### src/rtl/vga_timing_gen.sv
// vga_timing_gen: 640x480 @ 60 Hz VGA timing from a 25 MHz pixel clock.
//
// Ports (vga_timing_gen):
//   clk25   in   1  pixel clock, all state changes on its rising edge
//   reset   in   1  synchronous, active-low reset
//   HS      out  1  horizontal sync, active low
//   VS      out  1  vertical sync, active low
//   px_x    out 10  hCount - H_VID_START (mod 1024), valid while vidSel
//   px_y    out 10  vCount - V_VID_START (mod 1024), valid while vidSel
//   vidSel  out  1  high inside the active video region
//
// Helper blocks in this file:
//   vga_counter    10-bit up-counter with active-high sync clear and a
//                  combinational terminal-count flag
//   vga_comparator 10-bit unsigned less-than

module vga_counter #(
    parameter int TERMINAL_COUNT = 799
) (
    input  logic       clk,
    input  logic       reset,
    input  logic       en,
    output logic [9:0] q,
    output logic       tc
);
    localparam logic [9:0] TC_C = 10'(TERMINAL_COUNT);

    logic [9:0] count_q;
    logic [9:0] count_d;

    // Clear dominates enable.
    always_comb begin
        count_d = count_q;
        if (reset) begin
            count_d = '0;
        end else if (en) begin
            count_d = count_q + 10'd1;
        end
    end

    always_ff @(posedge clk) begin
        count_q <= count_d;
    end

    assign q  = count_q;
    assign tc = (count_q == TC_C);
endmodule

module vga_comparator (
    input  logic [9:0] a,
    input  logic [9:0] b,
    output logic       lt
);
    assign lt = (a < b);
endmodule

module vga_timing_gen #(
    parameter int H_TOTAL     = 800,
    parameter int H_SYNC      = 96,
    parameter int H_VID_START = 144,
    parameter int H_VID_END   = 784,
    parameter int V_TOTAL     = 525,
    parameter int V_SYNC      = 2,
    parameter int V_VID_START = 35,
    parameter int V_VID_END   = 515
) (
    input  logic       clk25,
    input  logic       reset,
    output logic       HS,
    output logic       VS,
    output logic [9:0] px_x,
    output logic [9:0] px_y,
    output logic       vidSel
);
    localparam logic [9:0] H_SYNC_C      = 10'(H_SYNC);
    localparam logic [9:0] H_VID_START_C = 10'(H_VID_START);
    localparam logic [9:0] H_VID_END_C   = 10'(H_VID_END);
    localparam logic [9:0] V_SYNC_C      = 10'(V_SYNC);
    localparam logic [9:0] V_VID_START_C = 10'(V_VID_START);
    localparam logic [9:0] V_VID_END_C   = 10'(V_VID_END);

    logic [9:0] h_count;
    logic [9:0] v_count;
    logic       tc_h;
    logic       tc_v;
    logic       h_clr;
    logic       v_clr;

    // External reset is active-low; the counters clear active-high.
    // The horizontal counter wraps by clearing at its terminal count; the
    // vertical counter only moves on a line wrap and clears at frame end.
    assign h_clr = ~reset | tc_h;
    assign v_clr = ~reset | (tc_h & tc_v);

    vga_counter #(.TERMINAL_COUNT(H_TOTAL - 1)) u_hcnt (
        .clk   (clk25),
        .reset (h_clr),
        .en    (1'b1),
        .q     (h_count),
        .tc    (tc_h)
    );

    vga_counter #(.TERMINAL_COUNT(V_TOTAL - 1)) u_vcnt (
        .clk   (clk25),
        .reset (v_clr),
        .en    (tc_h),
        .q     (v_count),
        .tc    (tc_v)
    );

    logic lt_hsync;
    logic lt_hstart;
    logic lt_hend;
    logic lt_vsync;
    logic lt_vstart;
    logic lt_vend;

    vga_comparator u_cmp_hsync  (.a(h_count), .b(H_SYNC_C),      .lt(lt_hsync));
    vga_comparator u_cmp_hstart (.a(h_count), .b(H_VID_START_C), .lt(lt_hstart));
    vga_comparator u_cmp_hend   (.a(h_count), .b(H_VID_END_C),   .lt(lt_hend));
    vga_comparator u_cmp_vsync  (.a(v_count), .b(V_SYNC_C),      .lt(lt_vsync));
    vga_comparator u_cmp_vstart (.a(v_count), .b(V_VID_START_C), .lt(lt_vstart));
    vga_comparator u_cmp_vend   (.a(v_count), .b(V_VID_END_C),   .lt(lt_vend));

    assign HS     = ~lt_hsync;
    assign VS     = ~lt_vsync;
    // "x >= start" is expressed as the inverse of "x < start".
    assign vidSel = ~lt_hstart & lt_hend & ~lt_vstart & lt_vend;

    // Wrapping 10-bit subtraction; outside the active region these values
    // are don't-care (e.g. 880/989 at the origin).
    assign px_x = h_count - H_VID_START_C;
    assign px_y = v_count - V_VID_START_C;
endmodule

### config.mk
export PLATFORM = sky130hd
export DESIGN_NAME = vga_timing_gen
export DESIGN_NICKNAME = d
export VERILOG_FILES = /design/src/rtl/vga_timing_gen.sv
export SDC_FILE = /design/constraint.sdc
export NUM_CORES = 1
export LEC_CHECK = 0
export ABC_AREA = 1
export CORE_MARGIN = 4
export CORE_UTILIZATION = 48
export DETAILED_ROUTE_END_ITERATION = 8
export PLACE_DENSITY = 0.74
export SYNTH_ARGS = -nofsm -noshare
export SYNTH_HDL_FRONTEND = slang
export SYNTH_SLANG_ARGS = --single-unit
### constraint.sdc
create_clock -name clk25 -period 2.2 [get_ports clk25]
set_input_delay 0.66 -clock clk25 [delete_from_list [all_inputs] [get_ports clk25]]
set_output_delay 0.66 -clock clk25 [all_outputs]
set_load 0.1 [all_outputs]
### Yosys cells after proc, flatten, opt, wreduce, memory -nomap -nowiden

Cells that the tools add are included.

| storage, ports and cells | value |
|---|---|
| register bits after elaboration | 20 |
| latch bits | 0 |
| memory bits (writable) | 0 |
| ROM bits | 0 |
| input port bits | 2 |
| output and inout bits | 23 |
| memories | 0 |

| cells by class | value |
|---|---|
| add/subtract/negate cells | 4 |
| multipliers | 0 |
| div/mod/pow operators | 0 |
| magnitude comparators | 6 |
| equality and inequality tests | 2 |
| shift-type cells | 0 |
| muxes and demuxes | 0 |
| bitwise operators | 11 |
| reductions and logical operators | 0 |

Operators by type and width:

| cell | count |
|---|---|
| 10-bit by 1-bit adder with 10-bit output (second input constant) | 2 |
| 10-bit equality test (second input constant) | 2 |
| 10-bit < comparator (second input constant) | 2 |
| 10-bit by 2-bit < comparator with 1-bit output (second input constant) | 1 |
| 10-bit by 6-bit < comparator with 1-bit output (second input constant) | 1 |
| 10-bit by 7-bit < comparator with 1-bit output (second input constant) | 1 |
| 10-bit by 8-bit < comparator with 1-bit output (second input constant) | 1 |
| 10-bit by 6-bit subtractor with 10-bit output (second input constant) | 1 |
| 10-bit by 8-bit subtractor with 10-bit output (second input constant) | 1 |
| 1-bit inverter | 5 |
| 1-bit bitwise AND | 4 |
| 1-bit OR | 2 |

### Logic depth before layout (Yosys ltp)

| depth | value |
|---|---|
| word-level depth | 5 |
| mapped depth | 9 |

### Modules after synthesis

From an unflattened synthesis, not the netlist that was laid out.

| second synthesis, totals | value |
|---|---|
| cells, all modules | 469 |
| area, all modules | 2,855.2 µm² |

By module, submodules not included:

| module | times used | cells an instance | area an instance (µm²) | sequential area each (µm²) |
|---|---|---|---|---|
| vga_comparator | 6 | 44 | 254.0 | 0.0 |
| vga_counter at u_vcnt | 1 | 73 | 516.7 | 200.2 |
| vga_counter at u_hcnt | 1 | 71 | 484.2 | 200.2 |
| vga_timing_gen | 1 | 61 | 330.3 | 0.0 |

### Worst setup path before layout

Ideal clock, no wire load.

| timing | value |
|---|---|
| kind | register to output |
| start point | register u_hcnt.count_q[4], in the netlist u_hcnt.q[4] |
| end point | output port px_x[8] |
| data arrival time | 2.848 ns |
| path slack | -1.308 ns |
| stages on the path, launching flop included | 5 |
| buffers on the path | 0 |
| cells stage by stage | dfxtp_1 > inv_1 > ha_1 > a21oi_1 > xor2_1 |

| between the ends | value |
|---|---|
| word-level cells in the longest chain between the ends | 1 |

Ends and longest elaborated chain:

| item | line | text |
|---|---|---|
| start, declared | 28 | `logic [9:0] count_q;` |
| start signal, assigned | 42 | `count_q <= count_d;` |
| 10-bit by 8-bit subtractor with 10-bit output | 132 | `assign px_x = h_count - H_VID_START_C;` |
| end, declared | 71 | `output logic [9:0] px_x,` |

Every way passes these cells.

### Worst setup path in the final report

Same ends and word-level chain as after synthesis.

==> metrics.txt <==
Static Leakage=1.05 nW; overall die area=3870 um^2; worst path required time=1540 ps; pin count of the biggest net entering global routing=13; sum of overflow across all layers after global routing=0; area of the core region=2780 um^2; run status=finished, violations left; Placed Cells incl. Taps=269; initial cell density of the core=50.7%; root buffer cell=clkbuf_4; maximum fanout encountered on the critical timing path=3; layout cell share with drive strength beyond 1=44.3%; Inserted Diodes=0; final antenna-violating net count=0; Pwr Density=305 nW/um^2; TritonCTS clock tree=done; via density per instance=around 5.3; FF+latch count, synth=20; final-stage net count=around 260; sequential-to-total area share from yosys stat=28.4%; global placer's final weighted congestion=0.867; share of async-settable or async-resettable flops after synthesis=0%; Netlist Area Pre-Place=1410 um^2; kind of start point of the critical path=flip-flop; sort of element at the end of the critical path=primary output; ratio of final minimum period to clock period=106%; FMAX=0.429 GHz; max-slew violations=0; Worst-Skew Late Latency=330 ps; final WL=3.89 mm; crit path buf inv count=3; Final Power=0.744 mW; dpl ws=about 140 ps; number of sinks on the clock net=20; clock buffer depth=2; number of warnings reported in the yosys synthesis log=0; slew at the pin closest to its max-slew limit=between 400 and 500 ps; data arrival time at the worst-slack endpoint=approximately 1700 ps; via count of the first global-routing pass=1454; detailed placer's ending HPWL=2.67 mm; flip-flop cell with the highest count after synthesis=dfxtp_1; unrepaired setup endpoints after global routing=yes; die width=just over 60 um; Post-Syn Instances=214; post-route insts no fill=around 280; most common cell after layout, fill and taps aside=nand2_1; Filler cells=147; Iter 0 DRT Violations=73; worst-case setup margin in the final layout=-130 ps; cell-by-cell trace of the critical path=clkinvlp_4 -> ha_4 -> a21oi_4 -> buf_4 -> xor2_4 -> buf_12; remaining max-slew budget at the tightest pin=68.2%; total via count in the routed design=1509; Worst-path clk slew=around 120 ps; violations in the final reports=setup timing; Post-synth EDFFs=0; distinct cell type count after synthesis=24; clock skew=13.4 ps; # port buffers=24; antenna violations before repair=0; slowest cell delay on critical path=380 ps; final routed DRC violation total=0; worst supply voltage drop on vdd=615 uV; routed wirelength normalized by instance count=13.7 um; sum of negative setup slack=-551 ps; commonest cells after routing, fill and taps aside=nand2_1, nor2_1, buf_12; height of the chip=62.2 um; final count of hold timing violations=0; floorplan row count=19; first-pass GRT wire length=between 6 and 7 mm; kind of path behind the tightest hold check=flip-flop to flip-flop; synthesized net count=222; deepest level of the CTS H-tree=1; Top delay family on crit path=buffers and inverters; average size of a mapped cell=6.59 um^2; Final Critical Period=2330 ps; class of the most critical setup path=flip-flop to primary output; max capacitance violation total=0; area delta synth->final=72.8%; total CTS buffers=3; I/O Pins=25; Finish-stage setup viols=8; 1st-pass router iterations=4; Max stage delay cell, worst path=dfxtp_4; global-route usage over all layers=19.4%
## through the flow
stage          utilization, %  cell area (um^2)  hold slack (ps)
5_1_grt                  87.6              2440              577
6_report                 87.6              2440              527
4_1_cts                  81.8              2270              531
3_3_place_gp             76.5              2130              476
2_1_floorplan               -              1640              430
3_5_place_dp             76.5              2130              501
## cells in the mapped netlist (2+ instances only)
| cell | n | area [um^2] |
|---|---|---|
| nand4_1 | 4 | 25.0 |
| nand3_2 | 2 | 20.0 |
| nand3_1 | 17 | 85.1 |
| xor2_1 | 13 | 114 |
| nor2_2 | 2 | 12.5 |
| nor2_1 | 26 | 97.6 |
| ha_1 | 6 | 75.1 |
| buf_6 | 2 | 22.5 |
| nor2_4 | 4 | 45.0 |
| inv_2 | 3 | 11.3 |
| a21oi_1 | 9 | 45.0 |
| o21ai_0 | 4 | 20.0 |
| nand2_2 | 2 | 12.5 |
| inv_1 | 25 | 93.8 |
| buf_2 | 3 | 15.0 |
| nand2_1 | 61 | 229 |
| buf_4 | 4 | 30.0 |
| dfxtp_1 | 20 | 400 |
| nor3_1 | 2 | 10.0 |
## per-layer routing
metal	vias to the layer above	wire [um]	GRT usage (%)
li1	733	-	-
met1	727	1530	20.6
met2	45	2100	35.8
met3	4	201	4.14
met4	0	53	8.94
met5	-	0	0
## where the power goes
group	leakage, nW	internal [mW]	switching [mW]
clock	0.0279	0.185	0.126
sequential	0.168	0.363	0.00591
combinational	0.859	0.0184	0.0462
total	1.05	0.566	0.179
## logic make-up after synthesis
logic type               Yosys count  share of synthesized area (%)
AND/OR/NAND/NOR                  121                           38.9
XOR/XNOR                          13                           8.07
flip-flops                        20                           28.4
adder cells (fa/ha/maj)            6                           5.32
AO/OA/AOI/OAI                     17                           7.10
buffers and inverters             37                           12.2
## timing repair
action / CTS / global route
pin swaps: 5 / 11
buffers inserted: 5 / 6
hold buffers: 0 / 0
hold endpoints to repair: 0 / 0
endpoints found under the setup margin: 9 / 15
gates resized for setup: 21 / 28
## cell type report
type	instances	area (um^2)	share of cell area, %
multi-input combinational	157	1180	48.3
clock inverter	1	30.0	1.23
timing repair buffer	44	631	25.9
sequential	20	420	17.2
clock buffer	3	22.5	0.924
inverter	28	119	4.88
tap	31	38.8	1.59
## flip-flops by register name (all words and copies together) (netlist names)
name      count
u_vcnt.q     10
u_hcnt.q     10
## worst paths after layout
| check | startpoint | endpoint | slack (ps) | depth (start not counted) |
|---|---|---|---|---|
| worst min register to register | u_hcnt.q[0]$_SDFF_PP0_ | u_hcnt.q[0]$_SDFF_PP0_ | 530 | 1 |
| worst max register to register | u_vcnt.q[0]$_SDFFE_PP0P_ | u_vcnt.q[4]$_SDFFE_PP0P_ | 520 | 9 |
| worst max-delay path | u_hcnt.q[4]$_SDFF_PP0_ | px_x[8] | -130 | 6 |
| worst min-delay path | u_hcnt.q[0]$_SDFF_PP0_ | u_hcnt.q[0]$_SDFF_PP0_ | 530 | 1 |
Note: power is estimated with default switching activity, not from simulation.
